$ cat src/rtl/oflow_core_fsm_registration_if.sv
// Handshake bundle between the FE/registration control FSM and its neighbours
// (FE FSM inputs, shared registration datapath start/ack, frame status).
interface oflow_core_fsm_registration_if #(
    parameter int PE_NUM          = 24,
    parameter int SET_LEN         = 8,
    parameter int REMAIN_BBOX_LEN = 5
);
    localparam int IDX_W = (PE_NUM > 1) ? $clog2(PE_NUM) : 1;

    logic                       start_pe;
    logic [SET_LEN-1:0]         num_of_sets;
    logic [REMAIN_BBOX_LEN-1:0] counter_of_remain_bboxes;
    logic                       done_fe;
    logic                       reg_ack;
    logic [PE_NUM-1:0]          start_reg_i;
    logic [IDX_W-1:0]           reg_pe_idx;
    logic [SET_LEN-1:0]         counter_set_reg;
    logic                       done_registration;
    logic                       done_frame;

    // Environment side: FE FSM, frame control and registration datapath.
    modport master (
        output start_pe, num_of_sets, counter_of_remain_bboxes, done_fe, reg_ack,
        input  start_reg_i, reg_pe_idx, counter_set_reg, done_registration, done_frame
    );

    // Registration control FSM side.
    modport slave (
        input  start_pe, num_of_sets, counter_of_remain_bboxes, done_fe, reg_ack,
        output start_reg_i, reg_pe_idx, counter_set_reg, done_registration, done_frame
    );
endinterface

$ cat src/rtl/oflow_core_fsm_registration.sv
// Registration control FSM: after the FE stage finishes a set, walks the active PEs
// one at a time through the shared registration datapath and reports set/frame completion.
module oflow_core_fsm_registration #(
    parameter int PE_NUM          = 24,
    parameter int SET_LEN         = 8,
    parameter int REMAIN_BBOX_LEN = 5
) (
    input  logic                           clk,
    input  logic                           reset_N,
    oflow_core_fsm_registration_if.slave   bus
);
    localparam int IDX_W = (PE_NUM > 1) ? $clog2(PE_NUM) : 1;
    localparam logic [PE_NUM-1:0]          ONE_HOT0   = PE_NUM'(1);
    localparam logic [SET_LEN-1:0]         SET_ONE    = SET_LEN'(1);
    localparam logic [IDX_W-1:0]           IDX_ONE    = IDX_W'(1);
    localparam logic [REMAIN_BBOX_LEN-1:0] FULL_SET   = REMAIN_BBOX_LEN'(PE_NUM);

    typedef enum logic [2:0] {
        IDLE,
        WAIT_FE,
        REG,
        WAIT_ACK,
        SET_DONE
    } state_t;

    state_t                     state;
    logic [REMAIN_BBOX_LEN-1:0] active_cnt;
    logic [PE_NUM-1:0]          start_reg_i;
    logic [IDX_W-1:0]           reg_pe_idx;
    logic [SET_LEN-1:0]         counter_set_reg;
    logic                       done_registration;
    logic                       done_frame;

    logic                       last_set;
    logic                       last_pe;
    logic [REMAIN_BBOX_LEN-1:0] set_size;

    assign last_set = (counter_set_reg == (bus.num_of_sets - SET_ONE));
    assign last_pe  = ((32'(reg_pe_idx) + 32'd1) == 32'(active_cnt));
    // A zero remainder means the final set is completely populated.
    assign set_size = (last_set && (bus.counter_of_remain_bboxes != '0))
                      ? bus.counter_of_remain_bboxes : FULL_SET;

    always_ff @(posedge clk or negedge reset_N) begin
        if (!reset_N) begin
            state             <= IDLE;
            active_cnt        <= FULL_SET;
            start_reg_i       <= '0;
            reg_pe_idx        <= '0;
            counter_set_reg   <= '0;
            done_registration <= 1'b0;
            done_frame        <= 1'b0;
        end else begin
            start_reg_i <= '0;
            done_frame  <= 1'b0;
            case (state)
                IDLE: begin
                    if (bus.start_pe) begin
                        if (bus.num_of_sets != '0) begin
                            state             <= WAIT_FE;
                            counter_set_reg   <= '0;
                            done_registration <= 1'b0;
                        end else begin
                            done_frame <= 1'b1;
                        end
                    end
                end
                WAIT_FE: begin
                    if (bus.done_fe) begin
                        state             <= REG;
                        active_cnt        <= set_size;
                        reg_pe_idx        <= '0;
                        done_registration <= 1'b0;
                        start_reg_i       <= ONE_HOT0;
                    end
                end
                REG: begin
                    state <= WAIT_ACK;
                end
                WAIT_ACK: begin
                    if (bus.reg_ack) begin
                        if (last_pe) begin
                            state <= SET_DONE;
                        end else begin
                            state       <= REG;
                            reg_pe_idx  <= reg_pe_idx + IDX_ONE;
                            start_reg_i <= ONE_HOT0 << (reg_pe_idx + IDX_ONE);
                        end
                    end
                end
                SET_DONE: begin
                    done_registration <= 1'b1;
                    if (last_set) begin
                        state      <= IDLE;
                        done_frame <= 1'b1;
                    end else begin
                        state           <= WAIT_FE;
                        counter_set_reg <= counter_set_reg + SET_ONE;
                    end
                end
                default: begin
                    state <= IDLE;
                end
            endcase
        end
    end

    assign bus.start_reg_i       = start_reg_i;
    assign bus.reg_pe_idx        = reg_pe_idx;
    assign bus.counter_set_reg   = counter_set_reg;
    assign bus.done_registration = done_registration;
    assign bus.done_frame        = done_frame;
endmodule

$ cat src/flat_wrapper.sv
// flat-port wrapper written by rule: the top's interface ports become plain ports
module oflow_core_fsm_registration_flat 
#(
    parameter int PE_NUM          = 24,
    parameter int SET_LEN         = 8,
    parameter int REMAIN_BBOX_LEN = 5
)
  (clk, reset_N, bus_start_pe, bus_num_of_sets, bus_counter_of_remain_bboxes, bus_done_fe, bus_reg_ack, bus_start_reg_i, bus_reg_pe_idx, bus_counter_set_reg, bus_done_registration, bus_done_frame);
  oflow_core_fsm_registration_if #(.PE_NUM(PE_NUM), .SET_LEN(SET_LEN), .REMAIN_BBOX_LEN(REMAIN_BBOX_LEN)) bus_i ();
  input  logic clk;
  input  logic reset_N;
  input wire logic [$bits(bus_i.start_pe)-1:0] bus_start_pe;
  input wire logic [$bits(bus_i.num_of_sets)-1:0] bus_num_of_sets;
  input wire logic [$bits(bus_i.counter_of_remain_bboxes)-1:0] bus_counter_of_remain_bboxes;
  input wire logic [$bits(bus_i.done_fe)-1:0] bus_done_fe;
  input wire logic [$bits(bus_i.reg_ack)-1:0] bus_reg_ack;
  output wire logic [$bits(bus_i.start_reg_i)-1:0] bus_start_reg_i;
  output wire logic [$bits(bus_i.reg_pe_idx)-1:0] bus_reg_pe_idx;
  output wire logic [$bits(bus_i.counter_set_reg)-1:0] bus_counter_set_reg;
  output wire logic [$bits(bus_i.done_registration)-1:0] bus_done_registration;
  output wire logic [$bits(bus_i.done_frame)-1:0] bus_done_frame;
  assign bus_i.start_pe = bus_start_pe;
  assign bus_i.num_of_sets = bus_num_of_sets;
  assign bus_i.counter_of_remain_bboxes = bus_counter_of_remain_bboxes;
  assign bus_i.done_fe = bus_done_fe;
  assign bus_i.reg_ack = bus_reg_ack;
  assign bus_start_reg_i = bus_i.start_reg_i;
  assign bus_reg_pe_idx = bus_i.reg_pe_idx;
  assign bus_counter_set_reg = bus_i.counter_set_reg;
  assign bus_done_registration = bus_i.done_registration;
  assign bus_done_frame = bus_i.done_frame;
  oflow_core_fsm_registration #(.PE_NUM(PE_NUM), .SET_LEN(SET_LEN), .REMAIN_BBOX_LEN(REMAIN_BBOX_LEN)) u_core (.clk(clk), .reset_N(reset_N), .bus(bus_i));
endmodule
$ cat config.mk
export PLATFORM = sky130hd
export DESIGN_NAME = oflow_core_fsm_registration_flat
export DESIGN_NICKNAME = d
export VERILOG_FILES = /design/src/rtl/oflow_core_fsm_registration_if.sv /design/src/rtl/oflow_core_fsm_registration.sv /design/src/flat_wrapper.sv
export SDC_FILE = /design/constraint.sdc
export NUM_CORES = 1
export LEC_CHECK = 0
export ABC_AREA = 0
export CORE_ASPECT_RATIO = 1.25
export CORE_MARGIN = 2
export CORE_UTILIZATION = 49
export DETAILED_ROUTE_END_ITERATION = 6
export PLACE_DENSITY = 0.88
export SLEW_MARGIN = 30
export SYNTH_ARGS = -nofsm -noshare
export SYNTH_HDL_FRONTEND = slang
export SYNTH_SLANG_ARGS = --single-unit
$ cat constraint.sdc
create_clock -name clk -period 4.4 [get_ports clk]
set_clock_uncertainty 0.05 [all_clocks]
set_input_delay 0.88 -clock clk [delete_from_list [all_inputs] [get_ports clk]]
set_output_delay 0.88 -clock clk [all_outputs]
set_load 0.1 [all_outputs]
Word level (Yosys, flattened, before mapping)
Index checks and enable logic that the tools add are counted.
- bits of input ports: 18
- flip-flop bits (word level): 47
- word-level logic and storage cells: 64
- eq/ne operators: 12
- reductions and logical operators: 12
- shift-type cells: 1
- mux-type cells: 28
- $add $sub $neg: 4
- operators by type and width (operator ; number):
    two-way mux 24 bit ; 2
    case mux 24 bit (2 select lines) ; 1
    equality test 32 x 5 -> 1 bit ; 1
    two-way mux 8 bit ; 3
    << shifter 1 x 5 -> 24 bit (first input constant) ; 1
    two-way mux 5 bit ; 4
    case mux 8 bit (2 select lines) ; 1
    AND reduction 4 bit ; 4
    two-way mux 3 bit ; 5
    case mux 3 bit (5 select lines) ; 1
    != test 2 bit (second input constant) ; 5
    case mux 5 bit (2 select lines) ; 1
    adder 8 x 1 -> 8 bit (second input constant) ; 1
    equality test 8 bit ; 1
    two-way mux 1 bit ; 8
    nonzero test 8 bit ; 1
    subtractor 8 x 1 -> 8 bit (second input constant) ; 1
    adder 5 x 1 -> 6 bit (second input constant) ; 1
    equality test 3 x 2 -> 1 bit (second input constant) ; 2
    adder 5 x 1 -> 5 bit (second input constant) ; 1
    nonzero test 5 bit ; 1
    nonzero test 2 bit ; 2
    equality test 3 x 1 -> 1 bit (second input constant) ; 1
    equality test 3 bit (second input constant) ; 1
    7 further kinds ; 7

Logic depth before layout (Yosys ltp)
- depth after elaboration: 5
- gate-level depth with buffers: 10
- depth with buffers taken out: 9

Least setup slack after synthesis
Ideal clock, no wire load.
- kind: reg-to-reg
- start: reg u_core.reg_pe_idx[0], in the netlist u_core.bus.reg_pe_idx[0]
- end: reg u_core.start_reg_i[0], in the netlist u_core.bus.start_reg_i[0]
- required time: 4.207 ns
- clock period less this slack: 3.265 ns
- arrival time: 3.072 ns
- cell stages (with the launch flop): 10
- path slack: 1.135 ns
- cells stage by stage: dfrtp_1 ha_1 xor2_1 xnor2_1 nand3_1 or4_1 clkbuf_1 and3_1 nand3_1 o21ai_0
- word-level cells in the longest chain between the ends: 5
- elaborated cells between the ends (all ways): 7
- ends and longest elaborated chain (element ; RTL line ; RTL):
    from (decl) ; oflow_core_fsm_registration.sv:29 ; logic [IDX_W-1:0] reg_pe_idx;
    from (signal assigned) ; oflow_core_fsm_registration.sv:86 ; reg_pe_idx <= reg_pe_idx + IDX_ONE;
    adder 5 x 1 -> 6 bit or adder 5 x 1 -> 5 bit (tied branches) ; oflow_core_fsm_registration.sv:39, oflow_core_fsm_registration.sv:87 ;
    equality test 32 x 5 -> 1 bit or << shifter 1 x 5 -> 24 bit (tied branches) ; oflow_core_fsm_registration.sv:39, oflow_core_fsm_registration.sv:87 ;
    two-way mux 24 bit (*) ; oflow_core_fsm_registration.sv:82 ; if (last_pe) begin
    two-way mux 24 bit (*) ; oflow_core_fsm_registration.sv:81 ; if (bus.reg_ack) begin
    case mux 24 bit (2 select lines) (*) ; oflow_core_fsm_registration.sv:56 ; case (state)
    to (signal assigned) ; oflow_core_fsm_registration.sv:87 ; start_reg_i <= ONE_HOT0 << (reg_pe_idx + IDX_ONE);
    to (decl) ; oflow_core_fsm_registration.sv:28 ; logic [PE_NUM-1:0] start_reg_i;
Mark *: on every way between the ends. The rest lies on a longest branch, timed or not.
A chain may end at the register's enable or synchronous reset.

Worst setup path in the final report
- start: in bus_num_of_sets[0]
- end: reg u_core.active_cnt[4]
- word-level cells in the longest chain between the ends: 4
- ends and longest elaborated chain (element ; RTL line ; RTL):
    from (decl) ; flat_wrapper.sv:13 ; input wire logic [$bits(bus_i.num_of_sets)-1:0] bus_num_of_sets;
    subtractor 8 x 1 -> 8 bit ; oflow_core_fsm_registration.sv:38 ; assign last_set = (counter_set_reg == (bus.num_of_sets - SET_ONE));
    equality test 8 bit ; oflow_core_fsm_registration.sv:38 ;
    logical AND 1 bit ; oflow_core_fsm_registration.sv:41 ; assign set_size = (last_set && (bus.counter_of_remain_bboxes != '0))
    two-way mux 5 bit ; oflow_core_fsm_registration.sv:42 ; ? bus.counter_of_remain_bboxes : FULL_SET;
    to (signal assigned) ; oflow_core_fsm_registration.sv:71 ; active_cnt <= set_size;
    to (decl) ; oflow_core_fsm_registration.sv:27 ; logic [REMAIN_BBOX_LEN-1:0] active_cnt;
No other way between the ends.

==> run metrics <==
CTS H-tree lvls=2; CTS tree=yes; first-pass GRT wire length=9459 um; number of antenna-violating nets in the routed design=0; wire per inst=14.88 um; peak supply drop=234.1 uV; vias per cell=5.610; clk root buf=clkbuf_8; Port Buf Inserts=56; # rows=29; Setup Crit Path Kind=in2reg; Crit Path Max Fanout=10; Synth Register Bits=47; Synth cell types=52; internal power=0.7946 mW; Critical Path RT=4.58 ns; # DRC=0; Primary FF master, synth=dfrtp_1; Vias=2115; total global routing overflow=0; DR iter-0 viols=129; largest net degree at the start of global routing=48; clk sinks=47; Slew @ Worst Pin=0.9859 ns; worst min path class=reg2reg; clk_lat worst skew=0.30 ns; # Post-CTS Setup Buffers=0; cts bufs inserted=5; die area=5674 sq um; final setup violation count=0; register share of total power=0.366; fraction of layout cells with a size suffix above 1=0.09206; part of the power in combinational logic=0.451; Post-synth ARST share=1.000; # IOs=57; Crit. End Element=register; Cell Area, Synth=2491 sq um; Max Clock Freq=294.0 MHz; Final Hold Viols=0; core area=4971 sq um; sw power=0.6950 mW; total wire length=5610 um; Die H=83.72 um; # hold bufs at CTS=0; Final HPWL DP=4364 um; Clock power frac=0.183; hold_ws=0.4643 ns; die width=67.78 um; fin crit share=0.7730; synth cell count leaders=45 x dfrtp_1, 34 x nor2_1, 24 x nand2_1; sw frac=0.4665; total number of yosys warnings=0; CTS max path bufs=2; register area share after synthesis=0.4731; Setup TNS=0 ns; Post-synth EDFFs=0; vias in the first global route=2086; crit path DAT=3.58 ns; gpl congestion=0.8856; top-count cell post-synth=dfrtp_1; Final Max Slew Viols=0; initial antenna violation count=0; status=complete, no violations; nets=339; syn nets=284; top cell type's share of synthesized area=0.4520; final core occ=0.6411; gr usage total=0.2181; starting density of the core=0.5011; Clock transition at path regs=0.08 ns; cell count after synthesis=259; number of antenna cells inserted=0; max reg flops=24; power per cell area=467.4 nW/um^2; RSZ-0062 raised after global routing=false; CTS resizes=0; CP Launch Type=input pin; top cells by area, synth=dfrtp_1 45%, nor2_1 5.1%, xnor2_1 4.2%; minimum clock period=3.401 ns; Relative slew margins=0.3407; synthesis-to-layout area growth=27.93%; largest area contributor in the netlist=dfrtp_1; MaxCap Viol Count=0; Pleak=1.310 nW; First-pass DRT Iterations=4; Avg Cell Area, Syn=9.618 sq um
final cells by class:
cell class | instances | area (sq um)
sequential | 47 | 1179
inverter | 9 | 33.78
fill | 395 | 1784
timing repair buffer | 56 | 558.0
clock inverter | 2 | 16.27
tap | 62 | 77.57
multi-input combinational | 195 | 1240
clock buffer | 6 | 82.58
cell usage in the layout, fill, tap and decap left out, types with 7 or more instances in the layout:
cell	instances
nand4_1	8
o21ai_0	17
xor2_1	8
nand3_1	16
dfrtp_1	45
ha_1	7
xnor2_1	12
nand2_1	24
clkdlybuf4s50_1	55
nor2_1	34
inv_1	9
power by group through the flow:
stage,clock (mW),sequential [mW],combinational (mW)
after floorplan,0,0.801,0.242
after global placement,0,0.549,0.652
after detailed placement,0,0.552,0.666
after CTS,0.274,0.545,0.671
after global routing,0.297,0.550,0.719
final,0.272,0.545,0.673
stage by stage:
step	total power, mW	setup slack (ns)	instance area, sq um	cells
floorplan	1.044	1.135	2491	259
global placement	1.200	0.8295	3085	369
detailed placement	1.218	0.6889	3085	369
CTS	1.490	1.008	3184	377
global route	1.566	0.8104	3187	377
finish	1.490	0.9987	3187	377
worst paths after layout:
kind                                          start                    endpoint  slack [ns]  cells past startpoint
hold reg to reg                u_core.active_cnt[0]        u_core.active_cnt[0]        0.46                      2
hold / removal                 u_core.active_cnt[0]        u_core.active_cnt[0]        0.46                      2
min in group asynchronous                   reset_N  u_core.bus.start_reg_i[14]        0.52                      1
setup / recovery                 bus_num_of_sets[0]        u_core.active_cnt[4]         1.0                      9
max in group asynchronous                   reset_N        u_core.active_cnt[3]        3.39                      1
setup reg to reg           u_core.bus.reg_pe_idx[0]   u_core.bus.start_reg_i[0]        1.25                      8
worst max-delay path, stage by stage:
cell and delay (ns):
clkdlybuf4s50_1 0.63, inv_1 0.08, ha_1 0.27, o21bai_1 0.20
a2111oi_0 0.79, a311oi_4 0.15, nor2_4 0.24, o21ai_2 0.10
o31a_1 0.24
logic make-up after synthesis:
family	share of synthesized area
AND/OR/NAND/NOR	0.2300
AO/OA/AOI/OAI	0.1497
XOR/XNOR	0.07032
adder cells (fa/ha/maj)	0.03516
flip-flops	0.4731
multiplexers	0.01256
buffers and inverters	0.02913
per-layer routing:
| metal | part of all wire | GRT usage | vias to the layer above |
|---|---|---|---|
| li1 | - | - | 1013 |
| met4 | 0.042 | 0.1109 | 0 |
| met5 | 0 | 0 | - |
| met2 | 0.55 | 0.3984 | 80 |
| met3 | 0.050 | 0.03644 | 25 |
| met1 | 0.36 | 0.2290 | 997 |
No activity file was read; power rests on OpenSTA's default activity.
==> RTL change 1: new RTL, same flow settings <==
`PE_NUM` is set to 24 in 3 places; all go to 36.
--- a/src/rtl/oflow_core_fsm_registration_if.sv
+++ b/src/rtl/oflow_core_fsm_registration_if.sv
@@ -1,7 +1,7 @@
 // Handshake bundle between the FE/registration control FSM and its neighbours
 // (FE FSM inputs, shared registration datapath start/ack, frame status).
 interface oflow_core_fsm_registration_if #(
-    parameter int PE_NUM          = 24,
+    parameter int PE_NUM          = 36,
     parameter int SET_LEN         = 8,
     parameter int REMAIN_BBOX_LEN = 5
 );
--- a/src/rtl/oflow_core_fsm_registration.sv
+++ b/src/rtl/oflow_core_fsm_registration.sv
@@ -1,7 +1,7 @@
 // Registration control FSM: after the FE stage finishes a set, walks the active PEs
 // one at a time through the shared registration datapath and reports set/frame completion.
 module oflow_core_fsm_registration #(
-    parameter int PE_NUM          = 24,
+    parameter int PE_NUM          = 36,
     parameter int SET_LEN         = 8,
     parameter int REMAIN_BBOX_LEN = 5
 ) (
--- a/src/flat_wrapper.sv
+++ b/src/flat_wrapper.sv
@@ -1,7 +1,7 @@
 // flat-port wrapper written by rule: the top's interface ports become plain ports
 module oflow_core_fsm_registration_flat 
 #(
-    parameter int PE_NUM          = 24,
+    parameter int PE_NUM          = 36,
     parameter int SET_LEN         = 8,
     parameter int REMAIN_BBOX_LEN = 5
 )
Ports: changed (resized bus_reg_pe_idx and bus_start_reg_i); port bits go from 57 to 70. No check against the original RTL was run, so the function may have changed too.
==> RTL change 1 against the original RTL <==
- combinational power rose by 56%
- setup slack improved by 170 ps
- critical endpoint is now u_core.bus.counter_set_reg[0]$_DFFE_PN0P_
- area after synthesis increased by 19%
- design area is 23% higher
- total power up 58%
- sequential cell count grew 13
- worst hold slack got worse by 5.8 ps
- wire length increased by 25%
==> RTL change 1: results (changes against the original RTL) <==
- The post-place setup slack is 833 ps (+144 ps).
- The sequential cell count came to 60 (+28%).
- The final clock period utilization by the worst path is 0.735 (-0.0375).
- The count of placed standard cells in the final layout, fillers left out is 445 (+18%).
- The complex-gate fraction of the synthesized area is 0.104 (-0.0459).
- The latest clock arrival within the worst-skew pair is 350 ps (+50 ps).
- The non-clock inverter total of the final layout is 8 (-1).
- The worst reg-to-reg setup slack came to 1810 ps (+560 ps).
- The final layout net count is 400 (+18%).
- The largest fanout on the critical path was 12 (+2).
- The global-route wire length before repair was 11500 um (+22%).
- The post-synthesis mux area share is 0.00678 (-0.00578).
- The arithmetic-cell share of the synthesized area counting full adders, half adders and majority gates is 0.0297 (-0.00550).
- The peak supply drop is 0.403 mV (+72%).
- By area the synthesized netlist is led by dfrtp_1, nor2_1, nand2_1, xnor2_1, ha_1.
- The slowest library cell on the worst path is a21oi_1.
- Following the worst setup path forward leads to its endpoint at u_core.bus.counter_set_reg[0]$_DFFE_PN0P_.
- The number of clock buffers in the layout was 11 (+5).
- The share of synthesized registers carrying an async set or reset came to 1.00 (unchanged).
- The leakage power summed over all cells is 1.63 nW (+25%).
- The placed cell count is 430 (+17%).
- The fraction of layout instances using a drive strength above 1 is 0.0897 (-0.00235).
- The number of buffers added by the clock tree synthesis step was 9 (+4).
- The multi-input gate area in the final layout is 1380 um^2 (+11%).
- The worst max-slew margin expressed relative to the limit is 0.328 (-0.0125).
- The average instance area after synthesis is 9.81 um^2 (+2.0%).
- The sequential cell area share is 0.384 (+0.0144).
- The post-synthesis share of cell area spent on xor and xnor gates was 0.0682 (-0.00210).
- The non-clock buffer share of cell area is 0.177 (+0.00212).
- The critical path data arrival time came to 3410 ps (-170 ps).
- The total vias in the final route is 2490 (+18%).
- The CTS H-tree depth is 3 (+1).
- The layout filler cell count is 464 (+17%).
- The number of port buffers is 69 (+23%).
- The final routed wire length divided by cell count came to 15.8 um (+6.1%).
- The final-layout clock-cell area share is 0.0573 (+0.0262).
- The number of flip-flops in the largest register is 36 (+50%).
- Sorting the synthesized cells by how often they occur yields dfrtp_1, nor2_1, nand2_1.
- The run finished with clean final reports.
- The number of post-CTS setup repair buffers came to 0 (unchanged).
- The final weighted congestion in routability-driven placement is 0.879 (-0.73%).
- The number of nets in the synthesized netlist was 326 (+15%).
- The number of multi-input logic gates is 226 (+16%).
- The worst register-to-register path ends at u_core.bus.start_reg_i[9]$_DFF_PN0_.
- The clock input transition at the sequential cells of the worst setup and hold paths is 60 ps (-20 ps).
- The all-layer global routing usage is 0.228 (+0.00975).
- The share of the yosys chip area belonging to registers came to 0.509 (+0.0358).
- The largest net degree at the start of global routing came to 37 (-23%).
- The maximum single-stage delay on the critical path is 670 ps (-120 ps).
- The violation count after the first detailed-route iteration is 251 (+95%).
- The non-clock buffer total of the final layout is 70 (+25%).
## RTL change 1: power by group
| group | leakage, nW | internal, W | switching (W) | total (W) |
|---|---|---|---|---|
| Combinational | 0.704 | 0.000300 | 0.000747 | 0.00105 |
| Sequential | 0.818 | 0.000619 | 0.000129 | 0.000749 |
| Clock | 0.111 | 0.000345 | 0.000215 | 0.000561 |
| Total | 1.63 | 0.00126 | 0.00109 | 0.00236 |
## RTL change 1: metrics by stage
step                      total power (W)  cell area (um^2)  hold slack [ps]
final                             0.00236              3910              459
after global routing              0.00247              3910              478
after CTS                         0.00236              3910              460
after detailed placement          0.00180              3690              448
after global placement            0.00178              3690              435
after floorplan                   0.00155              2950              408
## RTL change 1: per-layer routing
layer | routed length (um) | part of all wire | vias up | global-route usage
li1 | - | - | 1177 | -
met1 | 2900 | 0.41 | 1223 | 0.284
met2 | 3670 | 0.52 | 75 | 0.374
met3 | 260 | 0.037 | 15 | 0.0469
met4 | 189 | 0.027 | 0 | 0.105
met5 | 0 | 0 | - | 0
==> RTL change 2: new RTL, same flow settings <==
Without the edit above. Reset style: synchronous (`reset_N`), changed in one clocked block.
--- a/src/rtl/oflow_core_fsm_registration.sv
+++ b/src/rtl/oflow_core_fsm_registration.sv
@@ -41,7 +41,7 @@
     assign set_size = (last_set && (bus.counter_of_remain_bboxes != '0))
                       ? bus.counter_of_remain_bboxes : FULL_SET;
 
-    always_ff @(posedge clk or negedge reset_N) begin
+    always_ff @(posedge clk) begin
         if (!reset_N) begin
             state             <= IDLE;
             active_cnt        <= FULL_SET;
Function: differs if reset_N is asserted again (counterexample within 4 cycles, from zero or initial values and one cycle with reset_N low); with reset_N held inactive, the same outputs for 10 cycles.
==> RTL change 2 against the original RTL <==
- design area shrank 10%
- wire length fell by 13%
- area after synthesis decreased by 13%
- core utilization rose by 2.0 points
- sequential cell count unchanged
- setup slack lost 120 ps
- sequential share of layout area fell by 4.1 points
Power is not compared: it rests on default switching activity, and its combinational part moved more than twofold at a synthesized area within 25%.
==> RTL change 2: results (changes against the original RTL) <==
- The run finished with clean final reports.
- The total vias in the final route is 1927 (-8.9%).
- By area the synthesized netlist is led by dfxtp_1, and2_1, xor2_1, ha_1, xnor2_1.
- The worst reg-to-reg setup slack is 1770 ps (+520 ps).
- Among all flip-flop cells after synthesis, the most frequent one is dfxtp_1.
- The number of nets in the synthesized netlist is 265 (-6.7%).
- The count of unique library cells instantiated by Yosys is 43 (-17%).
- The total number of yosys warnings is 0 (unchanged).
- The layout filler cell count is 390 (-1.3%).
- The final routed wire length divided by cell count is 13.7 um (-8.0%).
- The largest net degree at the start of global routing was 17 (-65%).
- The path with the worst hold slack has its endpoint at u_core.active_cnt[3]$_SDFFE_PN1P_.
- The launching point of the worst reg2reg path is u_core.bus.reg_pe_idx[0]$_SDFFE_PN0P_.
- The cell area after placement is 2770 um^2 (-10%).
- The fraction of layout instances using a drive strength above 1 is 0.0470 (-0.0451).
- The final weighted congestion in routability-driven placement is 0.864 (-2.4%).
- The worst hold path stage count is 1 (-1).
- The final layout net count is 322 (-5.0%).
- The share of the yosys chip area belonging to registers is 0.436 (-0.0372).
- The global-route wire length before repair is 8360 um (-12%).
- The post-route worst hold slack is 452 ps (-12.3 ps).
- The largest fanout on the critical path is 12 (+2).
- The all-layer global routing usage is 0.211 (-0.00746).
- By count the netlist is led by dfxtp_1, and2_1, nor2_1.
- The critical path data arrival time is 3680 ps (+100 ps).
- The CTS H-tree depth is 2 (unchanged).
- The violation count after the first detailed-route iteration is 80 (-38%).
- The number of antenna violations at the first check in global routing was 0 (unchanged).
- The end of the worst register-to-register path is u_core.bus.start_reg_i[23]$_SDFF_PN0_.
- The share of synthesized registers carrying an async set or reset came to 0 (-1.00).
- The detailed placer's ending HPWL is 3830 um (-12%).
RTL change 2: changes by cell type after synthesis, sizes merged, moves of 10 or more:
cell   delta
nor2     -20
dfrtp    -45
and2     +19
dfxtp    +47
o21ai    -18
and3     +10
RTL change 2: metal layers:
| layer | up-vias | track usage | wire length (um) |
|---|---|---|---|
| met4 | 0 | 0.0913 | 110 |
| met1 | 897 | 0.225 | 1970 |
| met5 | - | 0 | 0 |
| li1 | 962 | - | - |
| met2 | 57 | 0.392 | 2560 |
| met3 | 11 | 0.0473 | 234 |
RTL change 2: kinds of logic (layout without fill, tap and decap cells):
kind of cell | count (synthesis) | after routing | synth area share
AND/OR/NAND/NOR | 103 | 103 | 0.264
flip-flops | 47 | 47 | 0.436
AO/OA/AOI/OAI | 45 | 45 | 0.144
XOR/XNOR | 21 | 21 | 0.0852
buffers and inverters | 17 | 75 | 0.0307
adder cells (fa/ha/maj) | 7 | 7 | 0.0406
RTL change 2: layout make-up:
type	instances	area [um^2]	share of cell area
Clock buffer	5	68.8	0.0241
Clock inverter	3	23.8	0.00832
Inverter	11	41.3	0.0144
Multi-Input combinational cell	176	1150	0.403
Sequential cell	47	941	0.329
Tap cell	58	72.6	0.0254
Timing Repair Buffer	56	561	0.196
RTL change 2: where the power goes:
| part | total, W | internal [W] | switching (W) | leakage, nW |
|---|---|---|---|---|
| clock network | 0.000266 | 0.000114 | 0.000152 | 0.0408 |
| logic | 0.0000779 | 0.0000328 | 0.0000451 | 0.673 |
| registers | 0.000434 | 0.000428 | 0.00000579 | 0.379 |
RTL change 2: worst max path at each step:
stage                                           from                                          to  slack [ps]  cells after the start
2_1_floorplan  u_core.bus.reg_pe_idx[0]$_SDFFE_PN0P_       u_core.bus.start_reg_i[23]$_SDFF_PN0_        1190                      9
6_report                          bus_num_of_sets[0]  u_core.bus.counter_set_reg[2]$_SDFFE_PN0P_         880                      9
3_5_place_dp                      bus_num_of_sets[0]  u_core.bus.counter_set_reg[2]$_SDFFE_PN0P_         570                      9
3_3_place_gp                      bus_num_of_sets[0]  u_core.bus.counter_set_reg[2]$_SDFFE_PN0P_         700                      8
5_1_grt                           bus_num_of_sets[0]  u_core.bus.counter_set_reg[6]$_SDFFE_PN0P_         600                     10
4_1_cts                           bus_num_of_sets[0]  u_core.bus.counter_set_reg[6]$_SDFFE_PN0P_         900                     10
RTL change 2: stage by stage:
stage               setup WS (ps)  total power (W)  cells
finish                        876         0.000777    356
global route                  596         0.000812    356
CTS                           898         0.000781    356
detailed placement            569         0.000521    348
global placement              699         0.000519    348
floorplan                    1190         0.000491    240
RTL change 2: worst max-delay path: stages:
cell             delay [ps]
clkdlybuf4s50_1         480
inv_1                   100
ha_1                    200
nor3b_1                 260
nand2_1                 150
xnor2_1                 160
a2111oi_0               650
a21oi_1                 450
a31o_2                  340
